--- src/rtl/pixel_pkg.sv ---
// Shared types and default video timing for the pixel fetch path.
// Holds the fetch FSM state enum, the 30-bit RGB bundle and the 800x600 timing defaults.
package pixel_pkg;

    localparam int DEF_H_START = 216;
    localparam int DEF_H_ACT   = 800;
    localparam int DEF_V_START = 27;
    localparam int DEF_V_ACT   = 600;

    typedef enum logic [1:0] {
        ST_IDLE,
        ST_WAIT_FRAME,
        ST_ACTIVE,
        ST_HOLD
    } fetch_state_e;

    typedef struct packed {
        logic [9:0] red;
        logic [9:0] green;
        logic [9:0] blue;
    } rgb_t;

endpackage

--- src/rtl/rgb_unpack.sv ---
// Combinational unpack of two 16-bit SDRAM words into a 10-bit-per-channel RGB bundle.
// Ports: data_1_i {0,G[9:5],B}, data_2_i {0,G[4:0],R}, rgb_o unpacked colour.
module rgb_unpack
    import pixel_pkg::*;
(
    input  logic [15:0] data_1_i,
    input  logic [15:0] data_2_i,
    output rgb_t        rgb_o
);

    // Bit 15 of each word carries nothing.
    logic unused_msb;
    assign unused_msb = data_1_i[15] ^ data_2_i[15];

    always_comb begin
        rgb_o.red   = data_2_i[9:0];
        rgb_o.blue  = data_1_i[9:0];
        rgb_o.green = {data_1_i[14:10], data_2_i[14:10]};
    end

endmodule

--- src/rtl/pixel_fetch.sv ---
// Frame-synchronous SDRAM pixel fetch with pause handling and a 2-cycle unpack pipeline.
// Ports: i_clk/i_rst, H/V timing counters, two SDRAM read words, i_CCD_pause in;
// read-FIFO pop, pixel valid, RGB, x/y, frame-start pulse, frame count and pause flag out.
module pixel_fetch
    import pixel_pkg::*;
#(
    parameter int H_START = DEF_H_START,
    parameter int H_ACT   = DEF_H_ACT,
    parameter int V_START = DEF_V_START,
    parameter int V_ACT   = DEF_V_ACT
)
(
    input  logic        i_clk,
    input  logic        i_rst,
    input  logic [12:0] i_H_Cont,
    input  logic [12:0] i_V_Cont,
    input  logic [15:0] i_sdram_data_1,
    input  logic [15:0] i_sdram_data_2,
    input  logic        i_CCD_pause,
    output logic        o_read_req,
    output logic        o_pix_valid,
    output logic [9:0]  o_Red,
    output logic [9:0]  o_Green,
    output logic [9:0]  o_Blue,
    output logic [9:0]  o_x,
    output logic [9:0]  o_y,
    output logic        o_frame_start,
    output logic [7:0]  o_frame_cnt,
    output logic        o_paused
);

    localparam logic [12:0] H_LO   = 13'(H_START);
    localparam logic [12:0] H_HI   = 13'(H_START + H_ACT);
    localparam logic [12:0] H_LAST = 13'(H_START + H_ACT - 1);
    localparam logic [12:0] V_LO   = 13'(V_START);
    localparam logic [12:0] V_HI   = 13'(V_START + V_ACT);
    localparam logic [12:0] V_LAST = 13'(V_START + V_ACT - 1);

    fetch_state_e state_q;

    logic        in_active;
    logic        at_origin;
    logic        at_last;
    logic        start_now;
    logic        read_req;
    logic [12:0] h_off;
    logic [12:0] v_off;
    logic        unused_off;

    assign in_active = (i_H_Cont >= H_LO) && (i_H_Cont < H_HI) &&
                       (i_V_Cont >= V_LO) && (i_V_Cont < V_HI);
    assign at_origin = (i_H_Cont == H_LO) && (i_V_Cont == V_LO);
    assign at_last   = (i_H_Cont == H_LAST) && (i_V_Cont == V_LAST);

    // The origin pixel is fetched in the same cycle the FSM decides to start,
    // so the request is opened one cycle before the state register shows ACTIVE.
    assign start_now = ((state_q == ST_WAIT_FRAME) || (state_q == ST_HOLD)) &&
                       at_origin && !i_CCD_pause;
    assign read_req  = in_active && ((state_q == ST_ACTIVE) || start_now);

    assign o_read_req = read_req;
    assign o_paused   = (state_q == ST_HOLD);

    assign h_off      = i_H_Cont - H_LO;
    assign v_off      = i_V_Cont - V_LO;
    assign unused_off = ^{h_off[12:10], v_off[12:10]};

    always_ff @(posedge i_clk or posedge i_rst) begin
        if (i_rst) begin
            state_q <= ST_IDLE;
        end else begin
            unique case (state_q)
                ST_IDLE: state_q <= ST_WAIT_FRAME;
                ST_WAIT_FRAME,
                ST_HOLD: begin
                    if (at_origin) begin
                        state_q <= i_CCD_pause ? ST_HOLD : ST_ACTIVE;
                    end
                end
                // Pause is ignored here: a started frame always completes.
                ST_ACTIVE: begin
                    if (at_last) begin
                        state_q <= ST_WAIT_FRAME;
                    end
                end
                default: state_q <= ST_IDLE;
            endcase
        end
    end

    // Stage 1: request tag and coordinates; SDRAM words arrive during this stage.
    logic       req_q;
    logic [9:0] x_q;
    logic [9:0] y_q;
    rgb_t       rgb_s1;

    rgb_unpack u_unpack (
        .data_1_i (i_sdram_data_1),
        .data_2_i (i_sdram_data_2),
        .rgb_o    (rgb_s1)
    );

    always_ff @(posedge i_clk or posedge i_rst) begin
        if (i_rst) begin
            req_q <= 1'b0;
            x_q   <= '0;
            y_q   <= '0;
        end else begin
            req_q <= read_req;
            if (read_req) begin
                x_q <= h_off[9:0];
                y_q <= v_off[9:0];
            end
        end
    end

    // Stage 2: output registers, updated only for valid pixels.
    logic       valid_q;
    logic       fs_q;
    logic       fs_d;
    logic [7:0] cnt_q;
    rgb_t       rgb_q;
    logic [9:0] ox_q;
    logic [9:0] oy_q;

    assign fs_d = req_q && (x_q == 10'd0) && (y_q == 10'd0);

    always_ff @(posedge i_clk or posedge i_rst) begin
        if (i_rst) begin
            valid_q <= 1'b0;
            fs_q    <= 1'b0;
            cnt_q   <= '0;
            rgb_q   <= '0;
            ox_q    <= '0;
            oy_q    <= '0;
        end else begin
            valid_q <= req_q;
            fs_q    <= fs_d;
            if (fs_q) begin
                cnt_q <= cnt_q + 8'd1;
            end
            if (req_q) begin
                rgb_q <= rgb_s1;
                ox_q  <= x_q;
                oy_q  <= y_q;
            end
        end
    end

    assign o_pix_valid   = valid_q;
    assign o_frame_start = fs_q;
    assign o_frame_cnt   = cnt_q;
    assign o_Red         = rgb_q.red;
    assign o_Green       = rgb_q.green;
    assign o_Blue        = rgb_q.blue;
    assign o_x           = ox_q;
    assign o_y           = oy_q;

endmodule

--- config.mk ---
export PLATFORM = sky130hd
export DESIGN_NAME = pixel_fetch
export DESIGN_NICKNAME = d
export VERILOG_FILES = /design/src/rtl/pixel_pkg.sv /design/src/rtl/rgb_unpack.sv /design/src/rtl/pixel_fetch.sv
export SDC_FILE = /design/constraint.sdc
export NUM_CORES = 1
export LEC_CHECK = 0
export BUFFER_PORTS_ARGS = -buffer_cell sky130_fd_sc_hd__buf_2
export CELL_PAD_IN_SITES_DETAIL_PLACEMENT = 1
export CELL_PAD_IN_SITES_GLOBAL_PLACEMENT = 2
export CORE_ASPECT_RATIO = 0.9
export CORE_UTILIZATION = 30
export DETAILED_ROUTE_END_ITERATION = 16
export PLACE_DENSITY_LB_ADDON = 0.12
export SLEW_MARGIN = 20
export SYNTH_ARGS = -nofsm -noshare
export SYNTH_HDL_FRONTEND = slang
export SYNTH_SLANG_ARGS = --single-unit
--- constraint.sdc ---
create_clock -name i_clk -period 5.4 [get_ports i_clk]
set_input_delay 0 -clock i_clk [delete_from_list [all_inputs] [get_ports i_clk]]
set_output_delay 0 -clock i_clk [all_outputs]
set_load 0.02 [all_outputs]
## Word level (Yosys, flattened, before mapping)

Index checks and enable logic that the tools add are counted.

- Output and inout bits: 62
- Bits of input ports: 61
- Word-level logic and storage cells: 50
- Register bits after elaboration: 83

- Reductions and logical operators: 18
- Add/subtract/negate cells: 3
- Multiplexer cells: 4
- Order comparisons: 4
- Equal/unequal tests: 9

Operators by type and width:

| cell | number |
|---|---|
| $eq 13x10->1 const B | 2 |
| $lt 13x10->1 const B | 2 |
| $logic_not 10->1 | 2 |
| $eq 13x5->1 const B | 1 |
| $eq 13x8->1 const B | 1 |
| $ge 13x5->1 const B | 1 |
| $ge 13x8->1 const B | 1 |
| $logic_and 1x1->1 | 10 |
| $sub 10x5->10 const B | 1 |
| $sub 10x8->10 const B | 1 |
| $add 8x1->8 const B | 1 |
| $pmux 2 s3 | 1 |
| $eq 2x2->1 const B | 2 |
| $mux 2 | 2 |
| $ne 2x2->1 const B | 2 |
| $eq 2x1->1 const B | 1 |
| $logic_not 2->1 | 1 |
| $logic_or 1x1->1 | 2 |
| $reduce_and 2->1 | 1 |
| $reduce_or 2->1 | 1 |
| $logic_not 1->1 | 1 |
| $mux 1 | 1 |

## Logic depth before layout (Yosys ltp)

Gate-level depths: netlist (run 1).

- Depth after elaboration: 6
- Gate-level depth with buffers: 7
- Mapped depth without buffers: 6

## By module

From an unflattened synthesis (run 1), not the netlist that was laid out.

- Cells, all modules: 295
- Area total of the unflattened synthesis: 3868.7 um^2

Modules (own cells, without submodules):

| module | seq. area each (um^2) | cells an instance | times used | area an instance (um^2) |
|---|---|---|---|---|
| pixel_fetch | 2077.0 | 265 | 1 | 3643.5 |
| rgb_unpack | 0.0 | 30 | 1 | 225.2 |

## Least setup slack after synthesis (run 1)

No wires, ideal clock.

- Path type: reg-to-reg
- Start point: reg state_q[0]
- End point: reg x_q[0]
- Slack: 3.441 ns
- Setup time: 0.125 ns
- Cell stages (with the launch flop): 7
- Arrival: 1.834 ns
- Clock period less this slack: 1.959 ns
- Cells stage by stage: dfrtp_1 > nor2b_1 > o22ai_1 > or3_1 > nor4_4 > buf_6 > mux2_2

- Word-level cells in the longest chain between the ends: 6
- Elaborated cells between the ends (all ways): 8
- Classes of those cells: 3 x eq/ne; 5 x reduce/logical

RTL lines:

| item | line | RTL |
|---|---|---|
| start, declared | pixel_fetch.sv:39 | `fetch_state_e state_q;` |
| start signal, assigned | pixel_fetch.sv:77 | `state_q <= i_CCD_pause ? ST_HOLD : ST_ACTIVE;` |
| $eq 2x1->1 or $eq 2x2->1 (tied branches) | pixel_fetch.sv:57 | `assign start_now = ((state_q == ST_WAIT_FRAME) \|\| (state_q == ST_HOLD)) &&` |
| $logic_or 1x1->1 | pixel_fetch.sv:57 |  |
| $logic_and 1x1->1 | pixel_fetch.sv:57 |  |
| $logic_and 1x1->1 | pixel_fetch.sv:58 | `at_origin && !i_CCD_pause;` |
| $logic_or 1x1->1 * | pixel_fetch.sv:59 | `assign read_req = in_active && ((state_q == ST_ACTIVE) \|\| start_now);` |
| $logic_and 1x1->1 * | pixel_fetch.sv:59 |  |
| net o_read_req | pixel_fetch.sv:20 | `output logic o_read_req,` |
| end signal, assigned | pixel_fetch.sv:111 | `x_q <= h_off[9:0];` |
| end, declared | pixel_fetch.sv:93 | `logic [9:0] x_q;` |

The timed path passes the listed nets; every way through them passes the cells marked *.
A chain may end at the register's enable or synchronous reset.

## Worst setup path in the final report (run 1)

- Start point: in i_H_Cont[3]
- End point: out o_read_req

- Word-level cells in the longest chain between the ends: 6
- Elaborated cells between the ends (all ways): 11
- Classes of those cells: 2 x order compare; 1 x eq/ne; 8 x reduce/logical

RTL lines:

| item | line | RTL |
|---|---|---|
| start, declared | pixel_fetch.sv:15 | `input logic [12:0] i_H_Cont,` |
| branches (longest 5 deep; another with $ge 13x8->1) | - |  |
| $logic_and 1x1->1 * | pixel_fetch.sv:59 |  |
| end, declared | pixel_fetch.sv:20 |  |

Every way passes the cells marked *.

==> flow_summary.yaml, run 1 <==
place:
  dp_cells: 533
  numPortBuffers: 120
  dpl.hpwl_mm: 6.20
  gp_congestion: 0.817
floorplan:
  die_area_um2: 12500
  die_w_um: 118
  initial_core_util: 0.312
  dieHeight_um: 106
  rows: 37
  io_pins: 123
  coreArea_um2: 11600
power:
  internal-power_mw: 1.07
  combPwrFrac: 0.064
  peakVddDrop_v: 0.000143
  p_leak_nw: 2.68
  clockPowerShare: 0.474
  p_total_mw: 1.35
  p_per_area_nw_per_um2: 266
  swShare: 0.206
  power_frac_seq: 0.462
  switchingPower_mw: 0.278
clocking:
  tritoncts: "done"
  htreeDepth: 3
  numCtsBuffers: 9
  ctsResizeCount: 0
  root_buffer: "clkbuf_16"
  clk_latency_ps: 330
  clock_sinks: 83
  cts_setup_buffers: 0
  clockBufferDepth: 2
  holdBufCountCts: 35
  clkSlewWorstSetupHoldPaths_ps: 60
setup_path:
  crit_fanout: 16
  critical_path_class: "input pin to output port"
  required_ps: 5400
  endpoint_kind: "output port"
  reg2reg_depth: 6
  critical_path_arrival_ps: 2650
  startpoint_type: "input pin"
routing:
  drc_errors: 0
  viasPerCell: 4.61
  wl_per_cell_um: 15.0
  drtIter0Drc: 96
  drt_first_pass_iters: 4
  ant_nets: 0
  drt_wl_total_mm: 8.78
  vias: 2695
global_routing:
  overflow: 0
  grt_usage: 0.153
  grt_max_degree: 84
  use_met3: 0.0483
  top_usage_layer: "met2"
  grt_use_met2: 0.246
  grt_pass1_wl_mm: 14.9
  grt_use_met1: 0.198
  first_global_vias: 2867
  antenna_found_initial: 0
synthesis:
  ys_types: 44
  syn_area_um2: 3610
  synth-warning-count: 0
  syn-num-nets: 328
  synth_edf_count: 0
  ys_seq_area_frac: 0.575
  synth.avg_cell_area_um2: 13.7
  synthTopCellsByArea: "dfrtp_1 57%, mux2_2 22%, xnor2_1 2.7%"
  synth.most_common_cell: "dfrtp_1"
  synth_top_area_cell: "dfrtp_1"
  yosys_most_used_dff: "dfrtp_1"
  yosys-top-cells-count: "83 x dfrtp_1, 69 x mux2_2, 12 x nand2_1, 11 x xnor2_1, 10 x nor2_1"
  synth-async-reset-ratio: 1.00
  yosys.area.top_type_share: 0.575
  postSynthRegisterBits: 83
  synthCells: 263
sta:
  min_period_ps: 2650
  fin_worst_skew_ps: 5.95
  hold_ws_ps: 37.7
  hold_viol_final: 0
  worst_pin_slew_ps: 750
  setup_viol: 0
  fmax_ghz: 0.377
  slew_violations: 0
  max_slew_margin: 0.500
  fin_crit_sh: 0.491
  timing.setup.tns_ps: 0
  rsz0062_at_grt: "no"
worst_hold_path:
  hold_class: "input pin to register"
  hold_depth: 3
layout:
  area_growth_pct: 39.8
  final_nets: 489
  diodes: 0
  utilization: 0.436
  fillers: 1277
  fin_cells: 584
  layout-drive-gt1-share: 0.505
run:
  drv_cap: 0
status:
  status: "finished, final reports clean"
[metrics by stage]
| stage | setup WS [ps] | instance area, µm² |
|---|---|---|
| final | 2750 | 5050 |
| after global routing | 2580 | 5050 |
| after CTS | 2720 | 5040 |
| after detailed placement | 2780 | 4380 |
| after global placement | 2850 | 4380 |
| after floorplan | 3260 | 3610 |
[critical path: stages]
cell and delay (ps):
dlygate4sd3_1 530, buf_2 160, ha_1 260, nand3_1 140
o22ai_1 80, or3_1 350, nor4_4 560, buf_4 340
buf_2 210
[cell families after synthesis]
kind of cell | Yosys count | share of synthesized area
flip-flops | 83 | 0.575
AND/OR/NAND/NOR | 57 | 0.0918
multiplexers | 71 | 0.221
AO/OA/AOI/OAI | 15 | 0.0326
adder cells (fa/ha/maj) | 4 | 0.0139
XOR/XNOR | 19 | 0.0461
buffers and inverters | 14 | 0.0204
[metal layers]
layer	vias to the layer above	wire [µm]	part of all wire
met5	-	0	0
met4	0	69	0.0079
met3	8	459	0.052
met2	68	4370	0.50
met1	1355	3890	0.44
li1	1264	-	-
[registers in the layout, summed over array words and instances (netlist names)]
name and cells:
x_q 10, o_y 10, req_q 1, o_x 10
o_Blue 10, o_frame_start 1, o_pix_valid 1, o_Red 10
o_Green 10, y_q 10, o_frame_cnt 8, state_q 2
[worst paths after layout]
| kind | end | slack (ps) | startpoint |
|---|---|---|---|
| max reg2reg | x_q[9]$_DFFE_PP0P_ | 2990 | state_q[0]$_DFFE_PP0P_ |
| min | y_q[0]$_DFFE_PP0P_ | 40 | i_V_Cont[0] |
| max in group asynchronous | req_q$_DFF_PP0_ | 4420 | i_rst |
| min reg2reg | o_frame_cnt[7]$_DFFE_PP0P_ | 470 | o_frame_cnt[7]$_DFFE_PP0P_ |
| max | o_read_req | 2750 | i_H_Cont[3] |
| min in group asynchronous | o_Red[1]$_DFFE_PP0P_ | 440 | i_rst |
[cells in the final DEF (no fill, tap or decap), types with 2 or more instances in the layout]
cell / instances
ha_1: 4
nand4_1: 4
clkinv_2: 3
bufinv_16: 2
inv_1: 4
nand3_1: 6
o21ai_0: 2
nor4_1: 4
clkbuf_16: 9
dfrtp_1: 82
xor2_1: 8
nor2b_1: 2
nand2_1: 12
nor2_1: 10
nor3b_1: 3
mux2i_1: 2
buf_2: 120
nor3_1: 3
buf_4: 2
dlygate4sd3_1: 36
mux2_2: 69
a21oi_1: 2
xnor2_1: 11
o21bai_1: 2
[power by group through the flow]
stage / Combinational, mW / Clock (mW) / Sequential (mW)
after floorplan: 0.0295 / 0 / 0.633
after detailed placement: 0.0678 / 0 / 0.633
after global routing: 0.0977 / 0.683 / 0.621
after global placement: 0.0668 / 0 / 0.633
after CTS: 0.0880 / 0.661 / 0.622
final: 0.0865 / 0.637 / 0.622
[cell type report]
type	count	area (µm²)	share of cell area
tap	156	195	0.0386
clock inverter	5	78.8	0.0156
multi-input combinational	166	1460	0.290
inverter	5	20.0	0.00396
timing repair buffer	159	987	0.195
clock buffer	10	229	0.0453
sequential	83	2080	0.411
Power figures use the tool's default switching activity.
==> inputs of run 2 (changes only) <==
--- a/config.mk
+++ b/config.mk
@@ -9,7 +9,7 @@
 export CELL_PAD_IN_SITES_DETAIL_PLACEMENT = 1
 export CELL_PAD_IN_SITES_GLOBAL_PLACEMENT = 2
 export CORE_ASPECT_RATIO = 0.9
-export CORE_UTILIZATION = 30
+export CORE_UTILIZATION = 29
 export DETAILED_ROUTE_END_ITERATION = 16
 export PLACE_DENSITY_LB_ADDON = 0.12
 export SLEW_MARGIN = 20
==> constraint.sdc (replaced) <==
create_clock -name i_clk -period 2.39 [get_ports i_clk]
set_input_delay 0 -clock i_clk [delete_from_list [all_inputs] [get_ports i_clk]]
set_output_delay 0 -clock i_clk [all_outputs]
set_load 0.02 [all_outputs]
==> run 2 against run 1 <==
- core utilization shrank 1.2 points
- worst hold slack better by 3.7 ps
- power is 130% higher
- setup slack worse by 2500 ps
- sequential power up 130%
- count of clock-buffer cells in the layout increased by 3
- wire length is 3.5% higher
- die area grew 3.4%
- non-clock buffer count is 4 higher
- clock skew is 2.0 ps higher
- critical endpoint is now x_q[9]$_DFFE_PP0P_
==> flow_summary.yaml, run 2 (synthesis results as in run 1) <==
global_routing:
  antenna_found_initial: 0
  first_global_vias: 2855
  grt_pass1_wl_mm: 14.8
  grt_max_degree: 32
  overflow: 0
  grt_usage: 0.152
routing:
  drtIter0Drc: 83
  ant_nets: 0
  viasPerCell: 4.55
  drt_wl_total_mm: 9.09
  wl_per_cell_um: 15.3
  vias: 2696
  drt_first_pass_iters: 4
  drc_errors: 0
setup_path:
  r2r-start: "state_q[0]$_DFFE_PP0P_"
  critical_path_arrival_ps: 2370
  reg2reg_depth: 6
  path_buf_inv: 3
  regToRegEndpoint: "x_q[9]$_DFFE_PP0P_"
  endpoint_kind: "register"
  startpoint_type: "input pin"
  critical_path_class: "input pin to register"
  crit_fanout: 11
  cp_cell_sequence: "dlygate4sd3_1 -> buf_2 -> ha_1 -> nand3_1 -> o22ai_1 -> or3_1 -> nor4_4 -> buf_4 -> mux2_2"
  slowest_delay_ps: 540
  critical_path.top_delay_family: "buffers and inverters"
  ff2ff_setup_slack_ps: 430
  cp_slowest_cell: "dlygate4sd3_1"
  required_ps: 2610
sta:
  worst_pin_slew_ps: 550
  slew_violations: 0
  timing.setup.tns_ps: 0
  fin_ws_ps: 236
  rsz0062_at_grt: "no"
  min_period_ps: 2150
  setup_viol: 0
  hold_ws_ps: 41.4
  hold_viol_final: 0
  fin_crit_sh: 0.901
  fin_worst_skew_ps: 7.90
  max_slew_margin: 0.633
  fmax_ghz: 0.464
place:
  pre_cts_slack_ps: 206
  numPortBuffers: 120
  dpl.hpwl_mm: 6.56
  dp_cells: 541
  gp_congestion: 0.745
  dpl_cell_area_um2: 4430
layout:
  diodes: 0
  utilization: 0.425
  layout_commonest_cell: "buf_2"
  area_growth_pct: 42.0
  layout_common_cells: "120 x buf_2, 82 x dfrtp_1, 69 x mux2_2"
  layout-drive-gt1-share: 0.510
  fin_cells: 593
  final_nets: 493
  final_cell_area_um2: 5130
power:
  p_total_mw: 3.16
  p_leak_nw: 2.72
  peakVddDrop_v: 0.000290
  p_per_area_nw_per_um2: 615
run:
  drv_cap: 0
floorplan:
  dieHeight_um: 108
  die_w_um: 120
  initial_core_util: 0.299
  io_pins: 123
  die_area_um2: 12900
  rows: 38
  coreArea_um2: 12100
clocking:
  cts_setup_buffers: 0
  root_buffer: "clkbuf_16"
  clock_sinks: 83
  clkSlewWorstSetupHoldPaths_ps: 60
  tritoncts: "done"
  htreeDepth: 3
  clk_latency_ps: 340
  numCtsBuffers: 9
  clockBufferDepth: 2
worst_hold_path:
  hold_depth: 3
  min_from: "i_V_Cont[1]"
  worstHoldEndpoint: "y_q[1]$_DFFE_PP0P_"
  hold_class: "input pin to register"
status:
  status: "finished, final reports clean"
## run 2: changes by cell type in the layout (fill, tap and decap cells not counted)
| cell | previous run | this run |
|---|---|---|
| buf_12 | 0 | 1 |
| clkinv_2 | 3 | 1 |
| buf_4 | 2 | 5 |
| clkinv_4 | 1 | 0 |
| inv_6 | 0 | 1 |
| clkbuf_8 | 0 | 3 |
## run 2: cell type report
cell class | instances | area (µm²)
Multi-Input combinational cell | 166 | 1460
Clock buffer | 13 | 270
Tap cell | 160 | 200
Sequential cell | 83 | 2080
Clock inverter | 3 | 68.8
Inverter | 5 | 20.0
Timing Repair Buffer | 163 | 1030
Fill cell | 1323 | 6950
## run 2: per-layer routing
layer | vias up | wire, µm | global-route usage | share of wire
li1 | 1267 | - | - | -
met1 | 1355 | 4170 | 0.197 | 0.46
met2 | 64 | 4380 | 0.242 | 0.48
met5 | - | 0 | 0 | 0
met4 | 0 | 136 | 0.0563 | 0.015
met3 | 10 | 398 | 0.0429 | 0.044
## run 2: tightest hold or removal path: cells and delay by family
family / cells / cell delay, ps
multiplexers: 1 / 70
buffers and inverters: 1 / 130
adder cells (fa/ha/maj): 1 / 140
## run 2: worst max path at each step
stage,slack [ps],startpoint,endpoint,cells past startpoint
4_1_cts,60,i_H_Cont[3],o_read_req,9
3_5_place_dp,210,i_V_Cont[7],y_q[4]$_DFFE_PP0P_,7
6_report,240,i_H_Cont[3],x_q[9]$_DFFE_PP0P_,9
3_3_place_gp,220,i_V_Cont[7],y_q[5]$_DFFE_PP0P_,7
2_1_floorplan,250,i_rst,o_Blue[0]$_DFFE_PP0P_,1
5_1_grt,110,i_H_Cont[3],y_q[9]$_DFFE_PP0P_,9
## run 2: repair_timing
item | 4_1_cts | 5_1_grt
hold endpoints to repair | 61 | 0
resized for setup | 0 | 1
hold buffers | 36 | 0
endpoints found under the setup margin | 0 | 1
## run 2: power by group
part / internal (mW) / total [mW] / leakage (nW) / switching (mW)
logic: 0.102 / 0.200 / 1.41 / 0.0983
registers: 1.41 / 1.41 / 1.14 / 0.0000000300
clock network: 1.00 / 1.55 / 0.166 / 0.546
